**src/rtl/digit_scan_ctrl.sv**
```systemverilog
// digit_scan_ctrl: time-multiplexed scanner for a shared 4511-style BCD
// decoder and a bank of common-cathode digits. Each frame snapshots Data,
// walks the digits with a blanking dead-time between them, and drives the
// decoder LE/BI/LT controls, with optional leading-zero suppression and
// lamp test.
module digit_scan_ctrl #(
  parameter int unsigned DIGITS = 8,
  parameter int unsigned DIV    = 1000,
  parameter int unsigned DEAD   = 8
) (
  input  logic                  CLK,
  input  logic                  RST,
  input  logic                  EN,
  input  logic [4*DIGITS-1:0]   Data,
  input  logic                  ZBLANK,
  input  logic                  TEST,
  output logic [3:0]            INn,
  output logic                  LE,
  output logic                  BI,
  output logic                  LT,
  output logic [DIGITS-1:0]     Dig,
  output logic                  Frame
);

  localparam int unsigned MAXC = (DIV > DEAD) ? DIV : DEAD;
  localparam int unsigned CW   = $clog2(MAXC + 1);
  localparam int unsigned IW   = $clog2(DIGITS);

  localparam logic [CW-1:0] DIV_LAST  = CW'(DIV - 1);
  localparam logic [CW-1:0] DEAD_LAST = CW'(DEAD - 1);
  localparam logic [IW-1:0] IDX_LAST  = IW'(DIGITS - 1);

  typedef enum logic [1:0] {
    S_IDLE,
    S_DEAD,
    S_SHOW
  } state_t;

  state_t                state_q, state_d;
  logic [IW-1:0]         idx_q, idx_d;
  logic [CW-1:0]         cnt_q, cnt_d;
  logic [4*DIGITS-1:0]   shadow_q, shadow_d;
  logic                  frame_d;

  logic [DIGITS-1:0]     blank;
  logic                  lz;

  logic [3:0]            inn_d;
  logic                  le_d, bi_d, lt_d;
  logic [DIGITS-1:0]     dig_d;

  // Next-state: dead-time / show sequencing, frame wrap and Data snapshot
  always_comb begin
    state_d  = state_q;
    idx_d    = idx_q;
    cnt_d    = cnt_q;
    shadow_d = shadow_q;
    frame_d  = 1'b0;
    if (!EN) begin
      // Disable beats a coincident frame end, so no Frame pulse here
      state_d = S_IDLE;
      idx_d   = '0;
      cnt_d   = '0;
    end else begin
      case (state_q)
        S_IDLE: begin
          state_d  = S_DEAD;
          shadow_d = Data;
          idx_d    = '0;
          cnt_d    = '0;
        end
        S_DEAD: begin
          if (cnt_q == DEAD_LAST) begin
            state_d = S_SHOW;
            cnt_d   = '0;
          end else begin
            cnt_d = cnt_q + 1'b1;
          end
        end
        S_SHOW: begin
          if (cnt_q == DIV_LAST) begin
            state_d = S_DEAD;
            cnt_d   = '0;
            if (idx_q == IDX_LAST) begin
              idx_d    = '0;
              shadow_d = Data;
              frame_d  = 1'b1;
            end else begin
              idx_d = idx_q + 1'b1;
            end
          end else begin
            cnt_d = cnt_q + 1'b1;
          end
        end
        default: state_d = S_IDLE;
      endcase
    end
  end

  // Leading-zero mask: digit k blanked when it and every higher nibble are zero
  always_comb begin
    blank = '0;
    lz    = 1'b1;
    for (int unsigned i = 0; i < DIGITS - 1; i++) begin
      lz = lz & (shadow_d[4*(DIGITS-1-i) +: 4] == 4'h0);
      blank[DIGITS-1-i] = ZBLANK & lz;
    end
  end

  // Output decode from the next state so every output is a plain register
  always_comb begin
    inn_d = INn;
    le_d  = 1'b1;
    bi_d  = 1'b0;
    lt_d  = 1'b1;
    dig_d = '0;
    case (state_d)
      S_DEAD: begin
        le_d  = 1'b0;
        lt_d  = ~TEST;
        inn_d = shadow_d[4*int'(idx_d) +: 4];
      end
      S_SHOW: begin
        le_d         = 1'b0;
        lt_d         = ~TEST;
        inn_d        = shadow_d[4*int'(idx_d) +: 4];
        dig_d[idx_d] = 1'b1;
        bi_d         = TEST | ~blank[idx_d];
      end
      default: ;
    endcase
  end

  // Scan FSM state and registered decoder/digit outputs
  always_ff @(posedge CLK) begin
    if (RST) begin
      state_q  <= S_IDLE;
      idx_q    <= '0;
      cnt_q    <= '0;
      shadow_q <= '0;
      INn      <= '0;
      LE       <= 1'b1;
      BI       <= 1'b0;
      LT       <= 1'b1;
      Dig      <= '0;
      Frame    <= 1'b0;
    end else begin
      state_q  <= state_d;
      idx_q    <= idx_d;
      cnt_q    <= cnt_d;
      shadow_q <= shadow_d;
      INn      <= inn_d;
      LE       <= le_d;
      BI       <= bi_d;
      LT       <= lt_d;
      Dig      <= dig_d;
      Frame    <= frame_d;
    end
  end

endmodule

```
**config.mk**
```make
export PLATFORM = sky130hd
export DESIGN_NAME = digit_scan_ctrl
export DESIGN_NICKNAME = d
export VERILOG_FILES = /design/src/rtl/digit_scan_ctrl.sv
export SDC_FILE = /design/constraint.sdc
export NUM_CORES = 1
export LEC_CHECK = 0
export ABC_AREA = 1
export BUFFER_PORTS_ARGS = -buffer_cell sky130_fd_sc_hd__buf_2
export CORE_MARGIN = 4
export CORE_UTILIZATION = 58
export DETAILED_ROUTE_END_ITERATION = 6
export PLACE_DENSITY = 0.87
export SYNTH_ARGS = -nofsm -noshare
export SYNTH_HDL_FRONTEND = slang
export SYNTH_SLANG_ARGS = --single-unit
```
**constraint.sdc**
```tcl
create_clock -name CLK -period 3 [get_ports CLK]
set_input_delay 0.6 -clock CLK [delete_from_list [all_inputs] [get_ports CLK]]
set_output_delay 0.6 -clock CLK [all_outputs]
set_load 0.03 [all_outputs]
```
==> summary.txt <==
Outcome
  – Status: finished, final reports clean

Placement
  – Detailed Place HPWL: 7843 µm
  – Setup WS pre-CTS: 0.4735 ns
  – Dpl cells: 722
  – Input/output buffers: 52
  – Gpl congestion: 0.9750

Critical path
  – Most frequent cell on the critical path: nand2_1
  – Largest stage delay on the critical path: 0.38 ns
  – CP Data Arrival Time: 2.82 ns
  – R2R cell count: 17
  – CP required: 3.26 ns
  – Slowest cell on crit path: dfxtp_1
  – Setup CP Type: reg2reg
  – Critical path cell sequence: ha_1 > nand2_2 > nor2_2 > buf_4 > nand3_1 > nand2_1 > nand2_1 > nand2_1 > nand2_2 > nand2_1 > nor2_1 > inv_1 > a21oi_1 > o21ai_0 > o211ai_1 > o21ai_0 > nand2_1
  – Worst-path fanout max: 11
  – Startpoint types: flip-flop
  – CP endpoint kind: flip-flop

Floorplanning
  – Core area: 6350 µm²
  – Die H: 88.92 µm
  – Die area: 7906 µm²
  – FP Rows: 29
  – Initial Util: 59.80%
  – # IOs: 53
  – Die Span X: 88.92 µm

Route
  – First drt pass iteration count: 5
  – Routed length per instance: 14.35 µm
  – Via density: 5.455
  – DRC errors left: 0
  – Initial DRC Count: 356
  – Final antenna-violating net count: 0
  – Number of vias in the routed layout: 4,026
  – Routed WL: 10,590 µm

Layout
  – P&R area growth vs syn: 12.78%
  – Nets: 703
  – Final std cells w/o fill: 738
  – Number of antenna diodes: 0
  – Share of layout cells above drive strength 1: 16.49%
  – Fillers: 579
  – Util after Layout: 67.45%

STA
  – Worst slew pin tran: 0.8082 ns
  – Max Fclk: 0.3900 GHz
  – Slew Viols, Final: 0
  – Fin. Hold Viols: 0
  – Slew margin rel.: 46.12%
  – Final setup margin: 0.4361 ns
  – Setup TNS: 0 ns
  – Final setup viols: 0
  – RSZ-0062 raised after global routing: no
  – Fin crit share: 85.46%
  – Hold slack: 0.4187 ns
  – Worst Skew: 0.01064 ns
  – Final critical-path required period: 2.564 ns

Clock network
  – Worst skew pair latency: 0.36 ns
  – Post-CTS Setup Bufs: 0
  – Root buf cell: clkbuf_8
  – Clk sinks: 63
  – Post_cts resized: 0
  – Hold Buf Count CTS: 0
  – Clock buffer depth: 2
  – Reg clk slew, reported paths: 0.08 ns
  – Cts bufs inserted: 9
  – Number of H-tree levels: 3
  – CTS tree: yes

Synth
  – Prevailing post-synth register cell: dfxtp_1
  – Post-synthesis mux area share: 0%
  – Ys Warns: 0
  – Post-synth ARST share: 0%
  – Adder-Cell Fraction of Synth Area: 3.295%
  – Post-synth EDFFs: 0
  – Post-synthesis simple-gate area fraction: 43.03%
  – Seq cells post-synth: 63
  – Seq/Total Area, Yosys: 33.21%
  – Largest family of logic cells by synthesized area: simple AND/OR/NAND/NOR gates
  – Netlist cell types: 48
  – XOR/XNOR Fraction of Synth Area: 0.9226%
  – Syn_nets: 651
  – Mapped Cells: 604
  – Syn_area_per_cell: 6.287 µm²
  – Synth Area in Compound Gates: 10.77%
  – Syn Std Cell Area: 3797 µm²

Min path
  – Tightest Hold Check Type: in2reg
  – Hold path depth: 2

Global routing
  – Vias in the first global route: 3,832
  – Largest net degree at the start of global routing: 41
  – First-pass GRT wire length: 17,190 µm
  – Global route overflow: 0
  – Initial antenna violation count: 0
  – Total GRT Usage: 28.16%

Job
  – Max cap viols: 0

Power
  – PD cells: 422.9 nW/µm²
  – Peak supply drop: 0.3815 mV
  – P_leak: 2.192 nW
[cells in the mapped netlist, types with 3 or more instances]
cell type	instances	area, µm²
nor3_1	5	25.02
nand2_1	236	885.9
inv_1	52	195.2
o21ai_1	5	25.02
xor2_1	3	26.28
nand4_1	14	87.58
inv_2	5	18.77
nor2_4	3	33.78
clkbuf_1	10	37.54
o211ai_1	4	30.03
buf_6	3	33.78
nand3_1	21	105.1
nand2_2	6	37.54
a21oi_1	26	130.1
buf_2	5	25.02
ha_1	10	125.1
dfxtp_1	63	1261
nor2_1	79	296.5
nor2_2	4	25.02
o21ai_0	11	55.05
[layer usage]
metal | part of all wire [%] | global-route usage (%) | routed length, µm | up-vias
met4 | 3.1 | 15.66 | 333 | 0
met3 | 8.0 | 4.608 | 849 | 39
met1 | 43 | 35.31 | 4528 | 1797
met2 | 46 | 45.95 | 4876 | 181
met5 | 0 | 0 | 0 | -
li1 | - | - | - | 2009
[report_power, final]
group	switching (mW)	internal, mW	leakage, nW	total (mW)
clock network	0.368	0.300	0.0894	0.668
logic	0.174	0.0874	1.59	0.261
registers	0.0159	0.866	0.514	0.882
[logic make-up (layout without fill, tap and decap cells)]
| kind of cell | count (synthesis) | after routing |
|---|---|---|
| and+or+nand+nor | 383 | 383 |
| DFF | 63 | 63 |
| adders and majority gates | 10 | 10 |
| buffers and inverters | 79 | 136 |
| xor gates and xnor gates | 4 | 4 |
| AOI/OAI and AO/OA | 65 | 65 |
[cells in the final DEF, fill, tap and decap left out, types with 2 or more instances in the layout]
| cell | n |
|---|---|
| nand2_1 | 236 |
| nor2_1 | 79 |
| dfxtp_1 | 63 |
| inv_1 | 52 |
| buf_2 | 52 |
| a21oi_1 | 26 |
| nand3_1 | 21 |
| nand4_1 | 14 |
| o21ai_0 | 11 |
| ha_1 | 10 |
| clkbuf_8 | 9 |
| buf_4 | 9 |
| nand2_2 | 6 |
| nor3_1 | 5 |
| inv_2 | 5 |
| o21ai_1 | 5 |
| nor2_2 | 4 |
| o211ai_1 | 4 |
| nor2_4 | 3 |
| xor2_1 | 3 |
| clkinv_2 | 3 |
| nand3_2 | 2 |
| clkinv_1 | 2 |
| a21boi_1 | 2 |
| a22oi_1 | 2 |
| a21boi_0 | 2 |
| or2_2 | 2 |
| nor4_1 | 2 |
| or2_1 | 2 |
| a31oi_1 | 2 |
| a211oi_1 | 2 |
| clkinv_4 | 2 |
[per-stage QoR]
stage                     cell area [µm²]  power [mW]
after detailed placement             4110       1.156
after CTS                            4283       1.808
after global routing                 4283       1.883
after global placement               4110       1.150
after floorplan                      3797       1.069
final                                4283       1.811
[critical path: cells and delay by family, from the launching register on]
kind	cells	cell delay [ns]
compound gates	4	0.52
buf+inv	2	0.36
flops	1	0.38
simple gates	10	1.00
fa+ha+maj	1	0.20
[worst paths after layout]
check / from / end / slack [ns]
worst max-delay path: cnt_q[1] / INn[2] / 0.44
worst min-delay path: TEST / LT / 0.42
worst min register to register: INn[1] / INn[1] / 0.46
worst max register to register: cnt_q[1] / INn[2] / 0.44
[sequential cells by signal, indices dropped and copies added, names as in the netlist]
signal / flops
shadow_q: 32
cnt_q: 10
state_q: 2
Frame: 1
BI: 1
idx_q: 3
LE: 1
LT: 1
INn: 4
Dig: 8
[area by class of cell]
type | instances | area [µm²] | share of cell area, %
clock inverter | 7 | 48.80 | 1.139
multi-input combinational | 462 | 2203 | 51.45
inverter | 59 | 221.5 | 5.171
timing repair buffer | 61 | 327.8 | 7.654
tap | 77 | 96.34 | 2.249
sequential | 63 | 1261 | 29.45
clock buffer | 9 | 123.9 | 2.892
(Power assumes the default switching activity.)
